`config.mk`:
```
export PLATFORM = sky130hd
export DESIGN_NAME = ctrl_fsm
export DESIGN_NICKNAME = d
export VERILOG_FILES = /design/src/rtl/defs_pkg.sv /design/src/rtl/brh_cond_eval.sv /design/src/rtl/ctrl_fsm.sv
export SDC_FILE = /design/constraint.sdc
export NUM_CORES = 1
export LEC_CHECK = 0
export CORE_UTILIZATION = 40
export CTS_BUF_LIST = sky130_fd_sc_hd__clkbuf_4 sky130_fd_sc_hd__clkbuf_8
export DETAILED_ROUTE_END_ITERATION = 7
export GPL_ROUTABILITY_DRIVEN = 0
export PLACE_DENSITY = 0.88
export SLEW_MARGIN = 30
export SYNTH_ARGS = -nofsm -noshare
export SYNTH_HDL_FRONTEND = slang
export SYNTH_SLANG_ARGS = --single-unit
```
`constraint.sdc`:
```
create_clock -name clk -period 1.72 [get_ports clk]
set_clock_uncertainty 0.05 [all_clocks]
set_input_delay 0.344 -clock clk [delete_from_list [all_inputs] [get_ports clk]]
set_output_delay 0.344 -clock clk [all_outputs]
set_load 0.05 [all_outputs]
```
`src/rtl/defs_pkg.sv`:
```
// Shared datapath/control types for the multi-cycle CPU controller.
package defs_pkg;

    typedef enum logic [2:0] {
        ALU_ADD = 3'd0,
        ALU_SUB = 3'd1,
        ALU_AND = 3'd2,
        ALU_OR  = 3'd3,
        ALU_XOR = 3'd4,
        ALU_SLL = 3'd5,
        ALU_SRL = 3'd6,
        ALU_SRA = 3'd7
    } alu_opcode_t;

    typedef struct packed {
        logic zero;
        logic negative;
        logic carry;
        logic overflow;
    } alu_flags_t;

    typedef struct packed {
        logic ROM_read;
        logic IR_load;
        logic PC_write;
        logic AB_load;
        logic ALU_op;
        logic ACC_load;
        logic FLAG_load;
        logic MAR_load;
        logic MDR_load;
        logic MEM_read;
        logic MEM_write;
        logic RF_write;
    } ctrl_sig_t;

    typedef enum logic [4:0] {
        STATE_FETCH     = 5'd0,
        STATE_DECODE    = 5'd1,
        STATE_WB_LI     = 5'd2,
        STATE_EXEC_ADDI = 5'd3,
        STATE_WB_ADDI   = 5'd4,
        STATE_EXEC_LW   = 5'd5,
        STATE_MEM_LW    = 5'd6,
        STATE_WB_LW     = 5'd7,
        STATE_EXEC_SW   = 5'd8,
        STATE_MEM_SW    = 5'd9,
        STATE_EXEC_ALU  = 5'd10,
        STATE_WB_ALU    = 5'd11,
        STATE_EXEC_LINK = 5'd12,
        STATE_EXEC_JMP  = 5'd13,
        STATE_EXEC_JPR  = 5'd14,
        STATE_EXEC_BRH  = 5'd15,
        STATE_TRAP      = 5'b10000
    } ctrl_state_t;

    typedef enum logic [3:0] {
        OP_LI   = 4'd0,
        OP_ADDI = 4'd1,
        OP_LW   = 4'd2,
        OP_SW   = 4'd3,
        OP_ALU  = 4'd4,
        OP_LINK = 4'd5,
        OP_JMP  = 4'd6,
        OP_JPR  = 4'd7,
        OP_BRH  = 4'd8
    } opcode_t;

    typedef enum logic [2:0] {
        COND_AL = 3'd0,
        COND_EQ = 3'd1,
        COND_NE = 3'd2,
        COND_LT = 3'd3,
        COND_GE = 3'd4,
        COND_CS = 3'd5,
        COND_CC = 3'd6,
        COND_NV = 3'd7
    } brh_cond_t;

    typedef enum logic [1:0] {
        TRAP_NONE    = 2'd0,
        TRAP_ILLEGAL = 2'd1,
        TRAP_TIMEOUT = 2'd2
    } trap_cause_t;

endpackage

```
`src/rtl/brh_cond_eval.sv`:
```
// Branch condition evaluator: maps a 3-bit condition code and the ALU flags to taken.
module brh_cond_eval
    import defs_pkg::*;
(
    input  alu_flags_t flags,
    input  brh_cond_t  cond,
    output logic       taken
);

    logic lt;
    assign lt = flags.negative ^ flags.overflow;

    always_comb begin
        taken = 1'b0;
        unique case (cond)
            COND_AL: taken = 1'b1;
            COND_EQ: taken = flags.zero;
            COND_NE: taken = ~flags.zero;
            COND_LT: taken = lt;
            COND_GE: taken = ~lt;
            COND_CS: taken = flags.carry;
            COND_CC: taken = ~flags.carry;
            COND_NV: taken = 1'b0;
            default: taken = 1'b0;
        endcase
    end

endmodule

```
`src/rtl/ctrl_fsm.sv`:
```
// Multi-cycle CPU control FSM with ROM/memory wait states, bus timeout,
// conditional branches, illegal-opcode trap and instruction-boundary stall.
module ctrl_fsm
    import defs_pkg::*;
#(
    parameter int INSTR_W     = 16,
    parameter int MEM_TIMEOUT = 15,
    parameter int TMO_W       = 4
) (
    input  logic               clk,
    input  logic               rst_n,
    input  logic [INSTR_W-1:0] ir,
    input  alu_flags_t         flags,
    input  logic               rom_ready,
    input  logic               mem_ready,
    input  logic               stall,
    output ctrl_sig_t          ctrl,
    output alu_opcode_t        alu_op,
    output ctrl_state_t        state_o,
    output logic               branch_taken,
    output logic               trap,
    output logic [1:0]         trap_cause
);

    localparam logic [TMO_W-1:0] TMO_LAST =
        (MEM_TIMEOUT == 0) ? '0 : TMO_W'(MEM_TIMEOUT - 1);

    ctrl_state_t      state_q, state_d;
    trap_cause_t      cause_q, cause_d;
    logic [TMO_W-1:0] cnt_q, cnt_d;

    opcode_t   opcode;
    brh_cond_t cond;
    logic      brh_taken;
    logic      waiting;
    logic      tmo_hit;
    logic      ir_unused;

    assign opcode    = opcode_t'(ir[INSTR_W-1 -: 4]);
    assign cond      = brh_cond_t'(ir[INSTR_W-5 -: 3]);
    assign ir_unused = ^ir[INSTR_W-8:3];

    brh_cond_eval u_brh_cond_eval (
        .flags (flags),
        .cond  (cond),
        .taken (brh_taken)
    );

    // A bus request is outstanding and its ready has not arrived this cycle.
    always_comb begin
        waiting = 1'b0;
        unique case (state_q)
            STATE_FETCH:                 waiting = ~stall & ~rom_ready;
            STATE_MEM_LW, STATE_MEM_SW:  waiting = ~mem_ready;
            default:                     waiting = 1'b0;
        endcase
    end

    assign tmo_hit = (MEM_TIMEOUT != 0) && waiting && (cnt_q == TMO_LAST);

    always_ff @(posedge clk) begin
        if (!rst_n) begin
            state_q <= STATE_FETCH;
            cause_q <= TRAP_NONE;
            cnt_q   <= '0;
        end else begin
            state_q <= state_d;
            cause_q <= cause_d;
            cnt_q   <= cnt_d;
        end
    end

    always_comb begin
        state_d = state_q;
        cause_d = cause_q;
        unique case (state_q)
            STATE_FETCH: begin
                if (!stall) begin
                    if (rom_ready) begin
                        state_d = STATE_DECODE;
                    end else if (tmo_hit) begin
                        state_d = STATE_TRAP;
                        cause_d = TRAP_TIMEOUT;
                    end
                end
            end
            STATE_DECODE: begin
                unique case (opcode)
                    OP_LI:   state_d = STATE_WB_LI;
                    OP_ADDI: state_d = STATE_EXEC_ADDI;
                    OP_LW:   state_d = STATE_EXEC_LW;
                    OP_SW:   state_d = STATE_EXEC_SW;
                    OP_ALU:  state_d = STATE_EXEC_ALU;
                    OP_LINK: state_d = STATE_EXEC_LINK;
                    OP_JMP:  state_d = STATE_EXEC_JMP;
                    OP_JPR:  state_d = STATE_EXEC_JPR;
                    OP_BRH:  state_d = STATE_EXEC_BRH;
                    default: begin
                        state_d = STATE_TRAP;
                        cause_d = TRAP_ILLEGAL;
                    end
                endcase
            end
            STATE_EXEC_ADDI: state_d = STATE_WB_ADDI;
            STATE_EXEC_LW:   state_d = STATE_MEM_LW;
            STATE_EXEC_SW:   state_d = STATE_MEM_SW;
            STATE_EXEC_ALU:  state_d = STATE_WB_ALU;
            STATE_EXEC_LINK: state_d = STATE_EXEC_JMP;
            STATE_MEM_LW, STATE_MEM_SW: begin
                if (mem_ready) begin
                    state_d = (state_q == STATE_MEM_LW) ? STATE_WB_LW : STATE_FETCH;
                end else if (tmo_hit) begin
                    state_d = STATE_TRAP;
                    cause_d = TRAP_TIMEOUT;
                end
            end
            STATE_TRAP:      state_d = STATE_TRAP;
            default:         state_d = STATE_FETCH;
        endcase

        // Any state change starts a fresh wait count; saturate so a disabled timeout cannot wrap.
        if (state_d != state_q)
            cnt_d = '0;
        else if (waiting && cnt_q != '1)
            cnt_d = cnt_q + 1'b1;
        else
            cnt_d = cnt_q;
    end

    always_comb begin
        ctrl         = '0;
        alu_op       = ALU_ADD;
        branch_taken = 1'b0;
        state_o      = STATE_FETCH;
        trap         = 1'b0;
        trap_cause   = 2'd0;
        if (rst_n) begin
            state_o    = state_q;
            trap       = (state_q == STATE_TRAP);
            trap_cause = cause_q;
            unique case (state_q)
                STATE_FETCH: begin
                    if (!stall) begin
                        ctrl.ROM_read = 1'b1;
                        ctrl.IR_load  = rom_ready;
                        ctrl.PC_write = rom_ready;
                    end
                end
                STATE_DECODE: ctrl.AB_load = 1'b1;
                STATE_EXEC_ADDI: begin
                    ctrl.ALU_op   = 1'b1;
                    ctrl.ACC_load = 1'b1;
                end
                STATE_EXEC_LW: begin
                    ctrl.ALU_op   = 1'b1;
                    ctrl.MAR_load = 1'b1;
                end
                STATE_MEM_LW: begin
                    ctrl.MEM_read = 1'b1;
                    ctrl.MDR_load = mem_ready;
                end
                STATE_EXEC_SW: begin
                    ctrl.ALU_op   = 1'b1;
                    ctrl.MAR_load = 1'b1;
                    ctrl.MDR_load = 1'b1;
                end
                STATE_MEM_SW: ctrl.MEM_write = 1'b1;
                STATE_EXEC_ALU: begin
                    ctrl.ALU_op    = 1'b1;
                    ctrl.ACC_load  = 1'b1;
                    ctrl.FLAG_load = 1'b1;
                    alu_op         = alu_opcode_t'(ir[2:0]);
                end
                STATE_WB_LI, STATE_WB_ADDI, STATE_WB_LW,
                STATE_WB_ALU, STATE_EXEC_LINK: ctrl.RF_write = 1'b1;
                STATE_EXEC_JMP, STATE_EXEC_JPR: ctrl.PC_write = 1'b1;
                STATE_EXEC_BRH: begin
                    ctrl.PC_write = brh_taken;
                    branch_taken  = brh_taken;
                end
                default: ;
            endcase
        end
    end

endmodule

```
==> results.sh, run 1 <==
export IMPL_cts_root_buf="clkbuf_4"
export IMPL_ys_types=56
export IMPL_ys_warnings_count=0
export IMPL_outcome="did not finish"
export IMPL_hold_buffers=0
export IMPL_htree_num_levels=1
export IMPL_async_reset_ff_share_pct=0
export IMPL_synth_flop_cell="dfxtp_1"
export IMPL_placedCellCount=293
export IMPL_row_count=19
export IMPL_post_place_ws_ps=-694
export IMPL_stop_stage="clock tree synthesis (4_1_cts)"
export IMPL_synth_avg_cell_area_um2=7.24
export IMPL_port_buffers=42
export IMPL_cts_sinks=11
export IMPL_error="[ERROR DPL-0038] Utilization greater than 100%, impossible to legalize"
export IMPL_start_util_pct=43.9
export IMPL_cts_setup_buffers=27
export IMPL_syn_area_um2=1250
export IMPL_die_h_um=58.0
export IMPL_synth_seq_cells=11
export IMPL_io_pins=49
export IMPL_postSynthCellCount=173
export IMPL_fp_dieW_um=58.0
export IMPL_synth_edff_count=0
export IMPL_numCtsBuffers=3
export IMPL_syn_num_nets=200
export IMPL_dp_hpwl_mm=4.24
export IMPL_post_cts_resized=93
export IMPL_ctsLongestPathBuffers=2
export IMPL_yosysSeqAreaShare_pct=17.6
-- cells by family after synthesis --
kind of cell	share of synthesized area, %
and+or+nand+nor	39.0
AOI/OAI and AO/OA	28.1
DFF	17.6
xor gates and xnor gates	3.50
adders and majority gates	2.80
muxes	2.50
buffers and inverters	6.59
-- metrics by stage --
step,instance area (um^2),hold slack (ps),setup TNS (ps)
floorplan,1490,382,-1250
global placement,2530,405,-8030
detailed placement,2530,419,-9350
-- Yosys cell counts, types with 2 or more instances --
cell type | n | area, um^2
buf_6 | 2 | 22.5
or3_1 | 2 | 12.5
nand2b_1 | 2 | 12.5
clkbuf_1 | 4 | 15.0
ha_1 | 2 | 25.0
nor3_1 | 8 | 40.0
and2_1 | 10 | 62.6
nand2_1 | 14 | 52.6
a21oi_1 | 11 | 55.1
inv_1 | 6 | 22.5
o21a_1 | 2 | 15.0
o31a_1 | 2 | 17.5
a31oi_1 | 4 | 25.0
nand4_1 | 2 | 12.5
o21ai_0 | 4 | 20.0
nor2b_1 | 4 | 25.0
o31ai_1 | 4 | 30.0
and3_1 | 4 | 25.0
nor2_1 | 27 | 101
dfxtp_1 | 11 | 220
o21bai_1 | 2 | 15.0
xnor2_1 | 3 | 26.3
buf_2 | 3 | 15.0
nand3_1 | 5 | 25.0
nand4b_1 | 2 | 17.5
mux2i_1 | 2 | 20.0
xor2_1 | 2 | 17.5
==> run 2: changes to the inputs <==
CORE_UTILIZATION = 25   (was 40)
CTS_BUF_LIST = unset   (was sky130_fd_sc_hd__clkbuf_4 sky130_fd_sc_hd__clkbuf_8)
PLACE_DENSITY = unset   (was 0.88)
PLACE_DENSITY_LB_ADDON = 0.15   (was unset)
clock period = 2.2 ns   (was 1.72 ns; I/O delays follow)
==> results.sh, run 2 <==
export IMPL_clock_latency_ps=240
export IMPL_async_reset_ff_share_pct=0
export IMPL_rr_startpoint="state_q[2]$_SDFF_PN0_"
export IMPL_synth_most_common_cell="nor2_1"
export IMPL_io_pins=49
export IMPL_port_buffers=42
export IMPL_syn_num_nets=200
export IMPL_period_needed_ps=2170
export IMPL_grt_pass1_wl_mm=6.52
export IMPL_worst_setup_path_start_kind="input port"
export IMPL_clkTransAtPathRegs_ps=50
export IMPL_drive_above_1_share_pct=47.1
export IMPL_critical_path_max_fanout=2
export IMPL_antenna_cells=0
export IMPL_yosys_area_top_type_share_pct=17.6
export IMPL_antenna_left=0
export IMPL_dp_hpwl_mm=3.32
export IMPL_synth_top_cells_by_area="dfxtp_1 (18%), nor2_1 (8.1%), and2_1 (5.0%)"
export IMPL_largest_reg_flops=5
export IMPL_initialDrtViolationCount=49
export IMPL_die_area_um2=5300
export IMPL_drc=0
export IMPL_crit_path_end_kind="output pin"
export IMPL_htree_num_levels=1
export IMPL_numCtsBuffers=3
export IMPL_crit_arrival_ps=1680
export IMPL_antenna_found_initial=0
export IMPL_synth_seq_cells=11
export IMPL_final_cell_mix="buf_4 (44), buf_12 (25), nor2_1 (22), nand2_1 (13), and2_1 (9)"
export IMPL_final_common_cell="buf_4"
export IMPL_reg_top3="state_q x5, cnt_q x4, cause_q x2"
export IMPL_hold_depth=2
export IMPL_slew_violations=0
export IMPL_grt_overflow_total=0
export IMPL_start_util_pct=26.2
export IMPL_grt_max_degree=18
export IMPL_syn_area_um2=1250
export IMPL_fin_cells=324
export IMPL_regMostFlops="state_q"
export IMPL_tightest_slew_ps=336
export IMPL_grt_setup_unrepaired="yes"
export IMPL_peakVddDrop_v=0.000473
export IMPL_setup_viol=0
export IMPL_synth_common_cells="nor2_1 (27), nand2_1 (14), a21oi_1 (11), dfxtp_1 (11), and2_1 (10)"
export IMPL_hp_start="cause_q[1]$_SDFFE_PN0P_"
export IMPL_cts_sinks=11
export IMPL_vias=1554
export IMPL_ys_types=56
export IMPL_grt_usage_pct=15.7
export IMPL_wl_mm=4.13
export IMPL_row_count=25
export IMPL_tritoncts="yes"
export IMPL_grt_pass1_vias=1406
export IMPL_firstDrtPassIters=4
export IMPL_fill_cells=452
export IMPL_max_slew_margin_rel_pct=77.3
export IMPL_max_cap_violations=0
export IMPL_placedCellCount=318
export IMPL_crit_reg2reg_capture="cnt_q[1]$_SDFFE_PP0P_"
export IMPL_area_growth_syn_to_layout_pct=102
export IMPL_r2r_slack_ps=150
export IMPL_wl_per_cell_um=12.7
export IMPL_core_region_area_um2=4790
export IMPL_fin_nets=285
export IMPL_max_clock_freq_mhz=461
export IMPL_critPathKind="in2out"
export IMPL_finalHoldViolCount=0
export IMPL_ctsLongestPathBuffers=2
export IMPL_postSynthCellCount=173
export IMPL_via_per_inst=4.80
export IMPL_die_h_um=72.8
export IMPL_r2r_cells=7
export IMPL_yosysSeqAreaShare_pct=17.6
export IMPL_p_leak_nw=1.04
export IMPL_total_power_mw=0.817
export IMPL_ys_warnings_count=0
export IMPL_hold_path_end="cause_q[1]$_SDFFE_PN0P_"
export IMPL_synth_avg_cell_area_um2=7.24
export IMPL_synth_edff_count=0
export IMPL_powerDensity_nw_per_um2=323
export IMPL_outcome="finished, final reports clean"
export IMPL_synth_flop_cell="dfxtp_1"
export IMPL_cts_root_buf="clkbuf_8"
export IMPL_min_path_type="reg2reg"
export IMPL_fin_crit_sh_pct=98.6
export IMPL_yosys_area_top_type="dfxtp_1"
export IMPL_crit_required_ps=1710
export IMPL_fp_dieW_um=72.8
export IMPL_fin_util_pct=52.9
## run 2: cell counts after synthesis
Identical to the previous run, type by type.
## run 2: worst max-delay path by stage
stage / startpoint / endpoint / slack, ps / depth (start not counted)
4_1_cts: state_q[0]$_SDFF_PN0_ / ctrl[9] / 2 / 5
6_report: flags[2] / ctrl[9] / 30 / 8
5_1_grt: flags[2] / ctrl[9] / -10 / 8
3_5_place_dp: flags[0] / ctrl[9] / -390 / 8
2_1_floorplan: flags[1] / ctrl[9] / -160 / 3
3_3_place_gp: flags[0] / ctrl[9] / -370 / 8
## run 2: cell type report
class | count | area, um^2 | area share [%]
multi-input combinational | 146 | 1110 | 43.9
timing repair buffer | 90 | 1040 | 41.0
sequential | 11 | 231 | 9.14
tap | 67 | 83.8 | 3.31
clock buffer | 4 | 45.0 | 1.78
inverter | 6 | 22.5 | 0.889
## run 2: per-stage QoR
| step | hold slack (ps) | area, um^2 | setup TNS (ps) | setup slack, ps |
|---|---|---|---|---|
| 6_report | 419 | 2530 | 0 | 31.7 |
| 5_1_grt | 440 | 2530 | -13.2 | -13.2 |
| 4_1_cts | 426 | 2470 | 0 | 2.06 |
| 3_5_place_dp | 417 | 2400 | -2480 | -385 |
| 3_3_place_gp | 407 | 2400 | -2390 | -369 |
| 2_1_floorplan | 382 | 1360 | -159 | -159 |
## run 2: cells by family after synthesis
logic type | count (synthesis) | synth area share [%]
mux | 3 | 2.50
compound gates | 46 | 28.1
xor+xnor | 5 | 3.50
simple gates | 89 | 39.0
fa+ha+maj | 3 | 2.80
buf+inv | 16 | 6.59
flops | 11 | 17.6
## run 2: report_power, final
group,internal (mW),switching [mW]
Clock,0.127,0.0741
Sequential,0.208,0.0143
Combinational,0.199,0.194
## run 2: worst max-delay path: stages
cell and delay, ps:
buf_8 100, xnor2_4 140, nor2_2 120, a21oi_2 70, a21oi_2 180, a2111oi_4 70
or3_4 400, buf_12 160
## run 2: metal layers
metal  wire length [um]  GRT usage [%]
met5                  0              0
met4                 34           2.61
met3                167           3.18
met2               2020           28.2
met1               1900           19.5
## run 2: repair_timing
action                     4_1_cts  5_1_grt
hold buffers                     0        0
pin swaps                        7        8
resized for setup               33       27
setup buffers                    2        0
setup endpoints to repair       13       13
Note: power is estimated with default switching activity, not from simulation.
